### src/rtl/if_fetch_stage.sv
// Instruction-fetch stage: PC register, direct-mapped one-word-per-line I-cache and miss/refill FSM.
// Optional hit/miss counters are enabled with `define IF_FETCH_PERF_COUNTERS_EN.
module if_fetch_stage #(
    parameter int unsigned     SIZE       = 32,
    parameter int unsigned     INDEX_BITS = 4,
    parameter logic [SIZE-1:0] RESET_PC   = '0
) (
    input  logic            clk,
    input  logic            rst_n,
    input  logic            stall,
    input  logic            branchTaken,
    input  logic [SIZE-1:0] branchTarget,
    input  logic            memAck,
    input  logic [SIZE-1:0] memData,
    output logic            memReq,
    output logic [SIZE-1:0] memAddr,
    output logic [SIZE-1:0] pc,
    output logic [SIZE-1:0] instruction,
    output logic [SIZE-1:0] nextPC,
    output logic            hit
`ifdef IF_FETCH_PERF_COUNTERS_EN
    ,
    output logic [31:0]     hitCount,
    output logic [31:0]     missCount
`endif
);

    localparam int unsigned LINES    = 1 << INDEX_BITS;
    localparam int unsigned TAG_BITS = SIZE - INDEX_BITS - 2;

    typedef enum logic [1:0] {
        IDLE,
        REQ,
        FILL
    } state_t;

    state_t                state;
    logic [SIZE-1:0]       data_arr [LINES];
    logic [TAG_BITS-1:0]   tag_arr  [LINES];
    logic [LINES-1:0]      valid;
    logic                  pend;
    logic [SIZE-1:0]       pend_target;

    logic [INDEX_BITS-1:0] idx;
    logic [TAG_BITS-1:0]   tag;
    logic [SIZE-1:0]       target_al;
    logic                  fill_en;

    assign idx         = pc[INDEX_BITS+1:2];
    assign tag         = pc[SIZE-1:INDEX_BITS+2];
    assign target_al   = branchTarget & ~SIZE'(3);
    assign hit         = (state == IDLE) && valid[idx] && (tag_arr[idx] == tag);
    assign instruction = data_arr[idx];
    assign nextPC      = pc + SIZE'(4);
    assign fill_en     = (state == REQ) && memAck;

    // Line storage carries no reset; the valid bits alone qualify it.
    always_ff @(posedge clk) begin
        if (fill_en) begin
            data_arr[idx] <= memData;
            tag_arr[idx]  <= tag;
        end
    end

    always_ff @(posedge clk or negedge rst_n) begin
        if (!rst_n) begin
            state       <= IDLE;
            pc          <= RESET_PC;
            valid       <= '0;
            memReq      <= 1'b0;
            memAddr     <= '0;
            pend        <= 1'b0;
            pend_target <= '0;
        end else begin
            case (state)
                IDLE: begin
                    if (hit) begin
                        if (branchTaken) begin
                            pc <= target_al;
                        end else if (!stall) begin
                            pc <= nextPC;
                        end
                    end else begin
                        state   <= REQ;
                        memReq  <= 1'b1;
                        memAddr <= {pc[SIZE-1:2], 2'b00};
                        if (branchTaken) begin
                            pend        <= 1'b1;
                            pend_target <= target_al;
                        end
                    end
                end
                REQ: begin
                    // Redirects are parked until the refill has landed; the bus is never aborted.
                    if (branchTaken) begin
                        pend        <= 1'b1;
                        pend_target <= target_al;
                    end
                    if (memAck) begin
                        valid[idx] <= 1'b1;
                        memReq     <= 1'b0;
                        state      <= FILL;
                    end
                end
                FILL: begin
                    if (branchTaken) begin
                        pc <= target_al;
                    end else if (pend) begin
                        pc <= pend_target;
                    end
                    pend  <= 1'b0;
                    state <= IDLE;
                end
                default: state <= IDLE;
            endcase
        end
    end

`ifdef IF_FETCH_PERF_COUNTERS_EN
    always_ff @(posedge clk or negedge rst_n) begin
        if (!rst_n) begin
            hitCount  <= '0;
            missCount <= '0;
        end else begin
            if (hit && !stall && (hitCount != '1)) begin
                hitCount <= hitCount + 32'd1;
            end
            if ((state == IDLE) && !hit && (missCount != '1)) begin
                missCount <= missCount + 32'd1;
            end
        end
    end
`endif

endmodule

### config.mk
export PLATFORM = sky130hd
export DESIGN_NAME = if_fetch_stage
export DESIGN_NICKNAME = d
export VERILOG_FILES = /design/src/rtl/if_fetch_stage.sv
export SDC_FILE = /design/constraint.sdc
export NUM_CORES = 1
export LEC_CHECK = 0
export ABC_AREA = 1
export BUFFER_PORTS_ARGS = -buffer_cell sky130_fd_sc_hd__buf_4
export CORE_UTILIZATION = 35
export CTS_CLUSTER_SIZE = 10
export DETAILED_ROUTE_END_ITERATION = 10
export MAX_ROUTING_LAYER = met4
export PLACE_DENSITY_LB_ADDON = 0.05
export SYNTH_ARGS = -nofsm -noshare
export SYNTH_HDL_FRONTEND = slang
export SYNTH_SLANG_ARGS = --single-unit
### constraint.sdc
create_clock -name clk -period 9.6 [get_ports clk]
set_input_delay 1.92 -clock clk [delete_from_list [all_inputs] [get_ports clk]]
set_output_delay 1.92 -clock clk [all_outputs]
set_load 0.02 [all_outputs]
### Word level (Yosys, flattened, before mapping)

Memory sizes are Yosys's and may differ from the RTL's.
Index checks and enable logic that the tools add are counted.

* add/subtract/negate cells: 1
* reductions and logical operators: 15
* multiplexer cells: 24
* magnitude comparators: 2
* bitwise logic cells: 2
* eq/ne operators: 8

Operators by type and width (count)
* $mux 32: 7
* $pmux 32 s2: 2
* $add 32x3->32 const B: 1
* $eq 26x26->1: 1
* $or 16x16->16: 1
* $reduce_and 2->1: 5
* $mux 1: 8
* $ne 2x2->1 const B: 3
* $ne 3x3->1 const B: 2
* $lt 4x5->1 const B: 1
* $bmux 1 s4: 1
* $demux 1 s4: 1
* $ge 4x1->1 const B: 1
* $logic_and 1x1->1: 4
* $mux 2: 2
* $pmux 2 s2: 1
* $reduce_and 4->1: 1
* $reduce_bool 2->1: 2
* $pmux 1 s3: 1
* $reduce_and 3->1: 1
* $reduce_bool 3->1: 1
* $eq 2x1->1 const B: 1
* $eq 2x2->1 const B: 1
* $logic_not 2->1: 1
* 2 further kinds: 2

* bits of input ports: 69
* memory bits (writable): 928
* logic and storage cells: 61
* output and inout port bits: 130
* register bits after elaboration: 114
* memories kept: 2

Memories
* data_arr: words 16, width 32, rd ports 1, clocked after memory_dff 0, write ports 1, line 38 `logic [SIZE-1:0] data_arr [LINES];`
* tag_arr: words 16, width 26, rd ports 1, clocked after memory_dff 0, write ports 1, line 39 `logic [TAG_BITS-1:0] tag_arr [LINES];`

### Logic depth before layout (Yosys ltp)

* word-level depth: 6
* depth in mapped cells: 22
* mapped depth without buffers: 20

### Worst setup path before layout

No wires, ideal clock.

* kind: input-to-reg
* start: input memAck
* end: register valid[15]
* cell stages on the path: 3
* buffers on the path: 0
* arrival: 8.073 ns
* data required time: 9.501 ns
* slack: 1.428 ns
* library setup time: 0.099 ns
* cells stage by stage: inv_1 > nor4_1 > or2_2

* word-level cells in the longest chain between the ends: 1

Ends and longest elaborated chain
* start, declared: line 13 `input logic memAck,`
* $reduce_and 2->1 (no line)
* end signal, assigned: line 69 `valid <= '0;`
* end signal, assigned by index: line 100 `valid[idx] <= 1'b1;`
* end, declared: line 40 `logic [LINES-1:0] valid;`

Every way passes these cells.
A chain may end at the register's enable or synchronous reset.

### Worst setup path after layout

* start: register pc[2]
* end: output hit

* word-level cells in the longest chain between the ends: 4
* elaborated cells between the ends (all ways): 6
* classes of those cells: eq/ne: 1; mux: 2; reduce/logical: 2; memory: 1

Ends and longest elaborated chain
* start, declared: line 17 `output logic [SIZE-1:0] pc,`
* start signal, assigned: line 79 `pc <= target_al;`
* start signal, assigned: line 81 `pc <= nextPC;`
* start signal, assigned: line 107 `pc <= target_al;`
* branches (longest 3 deep; another with $mem_v2 16x26)
* $logic_and 1x1->1 *: line 52 `assign hit = (state == IDLE) && valid[idx] && (tag_arr[idx] == tag);`
* end, declared: line 20 `output logic hit`

Every way passes the cells marked *. The select of a mux whose other input is x is not followed.

==> impl_metrics.csv <==
group,metric,value,unit
placement,dp.final_hpwl,70.2,mm
global_routing,antenna_found_initial,2,
clock_tree,clock_sink_count,1042,
synth,synthesis.area,0.0433,mm2
setup_path,worst_setup_path_start_kind,"register",
sta,fmax,148,MHz
sta,setup_viol,0,
floorplan,die-area,0.125,mm2
setup_path,cp.arrival,4.83,ns
setup_path,critical-path-top-delay-family,"buffers and inverters",
global_routing,first_global_vias,27900,
setup_path,critPathKind,"register to primary output",
power,p_leak,0.0190,uW
placement,post_placement_cell_area,0.0465,mm2
synth,synth-seq-area-share,71.0,%
clock_tree,cts.clk_slew.worst_paths,0.06,ns
floorplan,floorplan.initialDensity,35.4,%
route,wl_per_cell,23.0,um
route,routed_wl,133,mm
setup_path,r2r-end,"pend_target[0]",
global_routing,grt_first_pass_wirelength,194,mm
clock_tree,cts-resized-gates,0,
synth,ys_seq_elements,1042,
min_path,hold_class,"register to register",
power,power_density_relative_to_cell_area,312,mW/mm2
power,clk_pwr_share,26.8,%
sta,timing.setup.tns,0,ns
setup_path,buffers_plus_inverters_on_the_worst_setup_path,3,
setup_path,timing.critical_path.slowest_cell_delay,0.86,ns
clock_tree,cts_buffer_depth,3,
sta,transition_time_of_the_tightest_slew_check_pin,1.12,ns
route,detail-route-antenna-nets,0,
placement,gp_congestion,0.813,
setup_path,timing.critical_path.required,7.68,ns
clock_tree,post_cts_hold_buffer_count,0,
setup_path,cpMaxStageDelayCell,"sky130_fd_sc_hd__dfrtp_4",
clock_tree,htree_num_levels,3,
layout,drive_gt1_share,10.6,%
global_routing,grt_use_total,21.7,%
route,route.detailed.drc,0,
clock_tree,post-cts-setup-buffer-count,0,
min_path,worst_hold_path.num_cells,1,
status,status,"finished clean",
route,route.vias.total,28700,
route,first_iter_violations,2097,
min_path,hp-start,"valid[0]",
layout,syn2layout_area_growth,15.6,%
flow_run,drv.max_cap_violation_count,0,
power,power_frac_comb,35.5,%
setup_path,critical_path.max_fanout,165,
floorplan,rows,128,
floorplan,core-area,0.122,mm2
setup_path,critical_path.reg2reg.startpoint,"pc[2]",
clock_tree,clk_root_buffer_cell,"sky130_fd_sc_hd__clkbuf_16",
power,power_report.internal_total,9510,uW
setup_path,worst-r2r-cell-count,18,
layout,leading_cell_type_in_the_layout_fill_and_taps_excluded,"sky130_fd_sc_hd__nand2_1",
global_routing,grt_remaining_overflow,0,
layout,net_count_reported_at_finish,4171,
synth,syn_avg_cell_area,11.0,um2
power,p_sw,6100,uW
synth,synth_warnings,0,
synth,yosysUniqueCellTypes,36,
route,drt-vias-per-instance,4.96,
power,p_sw_share,39.1,%
min_path,hold-path-endpoint,"valid[0]",
clock_tree,number_of_clock_buffers_inserted_by_tritoncts,121,
sta,final-max-slew-violation-count,0,
sta,unrepaired_setup_endpoints_after_global_routing,"no",
floorplan,chipHeight,354,um
placement,buffer_ports.inserted,194,
setup_path,worstPathCellList,"buf_12 > buf_4 > nand2_1 > nand3_1 > nand2_1 > nand2_1 > nand2_1 > nor2_1 > nor2_1 > nor2_1 > nor3b_1 > nand4_1 > nor2_1 > nand2_1 > nor2_1 > buf_4",
synth,synthesis.instances,3931,
global_routing,pin_count_of_the_biggest_net_entering_global_routing,215,
sta,fin_skew,0.0434,ns
floorplan,io_pins,199,
clock_tree,tritoncts,"yes",
setup_path,worst-r2r-setup-slack,4.37,ns
sta,period_minus_slack,6.75,ns
layout,final_design_area_no_fill,0.0500,mm2
route,detailedRoute.firstPassIterationCount,5,
layout,layout.cells.most_common_list,"sky130_fd_sc_hd__nand2_1 (1001), sky130_fd_sc_hd__edfxtp_1 (928), sky130_fd_sc_hd__nor2_1 (497)",
power,sequentialPowerShare,37.8,%
floorplan,die_width,354,um
sta,report.final.hold_viol_count,0,
sta,finalCritPeriodShare,70.3,%
setup_path,critPathCaptureType,"primary output",
clock_tree,worst_skew_pair.late_latency,0.73,ns
power,max-vdd-ir-drop,0.216,mV
sta,timing.max_slew.rel_slack,25.2,%
## sequential cells by signal, indices dropped and copies added, names as in the netlist
register / flops
pend_target: 32
data_arr: 512
pend: 1
tag_arr: 416
valid: 16
state: 2
memReq: 1
memAddr: 30
pc: 32
## power groups by stage
stage               clock [uW]  combinational [uW]  sequential, uW
floorplan                    0                3110            6100
global route              4440                6110            5940
CTS                       4290                5660            5900
finish                    4180                5540            5890
global placement             0                5650            5990
detailed placement           0                5650            5990
## Yosys cell counts
cell                       instances  share of area [%]
sky130_fd_sc_hd__buf_2            68               0.79
sky130_fd_sc_hd__xor2_1           27               0.55
sky130_fd_sc_hd__o21ai_0         404                4.7
sky130_fd_sc_hd__nand3_2           1              0.023
sky130_fd_sc_hd__o21ai_1          49               0.57
sky130_fd_sc_hd__clkbuf_1        133                1.2
sky130_fd_sc_hd__nor3_1           17               0.20
sky130_fd_sc_hd__a21boi_0          1              0.017
sky130_fd_sc_hd__conb_1            1             0.0087
sky130_fd_sc_hd__o31ai_1           1              0.017
sky130_fd_sc_hd__a32oi_1           1              0.020
sky130_fd_sc_hd__nand2_1        1001                8.7
sky130_fd_sc_hd__inv_1           265                2.3
sky130_fd_sc_hd__clkinv_1          1             0.0087
sky130_fd_sc_hd__o221ai_1          2              0.040
sky130_fd_sc_hd__nand2_2           3              0.043
sky130_fd_sc_hd__nand4_1          38               0.55
sky130_fd_sc_hd__nor3_2            1              0.023
sky130_fd_sc_hd__a221o_1           1              0.023
sky130_fd_sc_hd__o21a_1           16               0.28
sky130_fd_sc_hd__inv_2             3              0.026
sky130_fd_sc_hd__o211ai_1         15               0.26
sky130_fd_sc_hd__nor2_2            2              0.029
sky130_fd_sc_hd__a21oi_1          34               0.39
sky130_fd_sc_hd__ha_1              4               0.12
sky130_fd_sc_hd__nor2_1          516                4.5
sky130_fd_sc_hd__nand4_2           1              0.029
sky130_fd_sc_hd__dfrtp_1         114                6.6
sky130_fd_sc_hd__nor4_1            3              0.043
sky130_fd_sc_hd__o22ai_1         128                1.9
sky130_fd_sc_hd__nor3b_1           3              0.052
sky130_fd_sc_hd__or2_2             8               0.12
sky130_fd_sc_hd__buf_1             9              0.078
sky130_fd_sc_hd__nand3_1         121                1.4
sky130_fd_sc_hd__buf_4            11               0.19
sky130_fd_sc_hd__edfxtp_1        928                 64
## cell families after synthesis
group	after synthesis	share of synthesized area (%)
adder cells (fa/ha/maj)	4	0.116
AND/OR/NAND/NOR	1715	15.7
AO/OA/AOI/OAI	652	8.14
flip-flops	1042	71.0
XOR/XNOR	27	0.546
other	1	0.00867
buffers and inverters	490	4.54
## per-stage QoR
stage / utilization (%) / total power, uW / std cells / setup WS, ns / hold slack, ns
final: 40.9 / 15600 / 5791 / 2.85 / 0.459
after global routing: 40.9 / 16500 / 5791 / 2.42 / 0.477
after CTS: 40.9 / 15800 / 5789 / 2.59 / 0.462
after detailed placement: 38.1 / 11600 / 5600 / 3.39 / 0.447
after global placement: 38.1 / 11600 / 5600 / 3.40 / 0.441
after floorplan: - / 9210 / 3932 / 1.43 / 0.427
## worst max-delay path by stage
| stage | slack, ns | end | from | cells after the start |
|---|---|---|---|---|
| after floorplan | 1.43 | valid[15] | memAck | 3 |
| after global placement | 3.40 | hit | pc[2] | 16 |
| after detailed placement | 3.39 | hit | pc[2] | 16 |
| after CTS | 2.59 | hit | pc[2] | 16 |
| after global routing | 2.42 | hit | pc[2] | 16 |
| final | 2.85 | hit | pc[2] | 16 |
## routing by layer
metal / track usage [%] / wire length (um) / vias up
met4: 5.56 / 3160 / 0
li1: - / - / 13800
met5: - / 0 / -
met2: 35.4 / 64400 / 531
met1: 28.5 / 60800 / 14300
met3: 2.97 / 4710 / 185
## worst reg2reg max path, cell delays in order, from the launching register on
cell and delay (ns):
sky130_fd_sc_hd__dfrtp_4 0.86, sky130_fd_sc_hd__buf_12 0.66, sky130_fd_sc_hd__buf_4 0.79, sky130_fd_sc_hd__nand2_1 0.16
sky130_fd_sc_hd__nand3_1 0.11, sky130_fd_sc_hd__nand2_1 0.06, sky130_fd_sc_hd__nand2_1 0.07, sky130_fd_sc_hd__nand2_1 0.08
sky130_fd_sc_hd__nor2_1 0.29, sky130_fd_sc_hd__nor2_1 0.13, sky130_fd_sc_hd__nor2_1 0.14, sky130_fd_sc_hd__nand2_1 0.07
sky130_fd_sc_hd__nor2_1 0.08, sky130_fd_sc_hd__nand2_1 0.06, sky130_fd_sc_hd__nor2_1 0.14, sky130_fd_sc_hd__nand2_1 0.24
sky130_fd_sc_hd__nand2_2 0.89, sky130_fd_sc_hd__nor2_1 0.17, sky130_fd_sc_hd__nor2_1 0.15
## layout make-up
cell class	count	area, um2
Clock buffer	166	3280
Antenna cell	2	5.00
Fill cell	11800	72200
Multi-Input combinational cell	2400	10700
Timing Repair Buffer	264	2010
Inverter	269	1030
Tap cell	1625	2030
Clock inverter	23	210
Sequential cell	1042	30700
(Power assumes the default switching activity.)
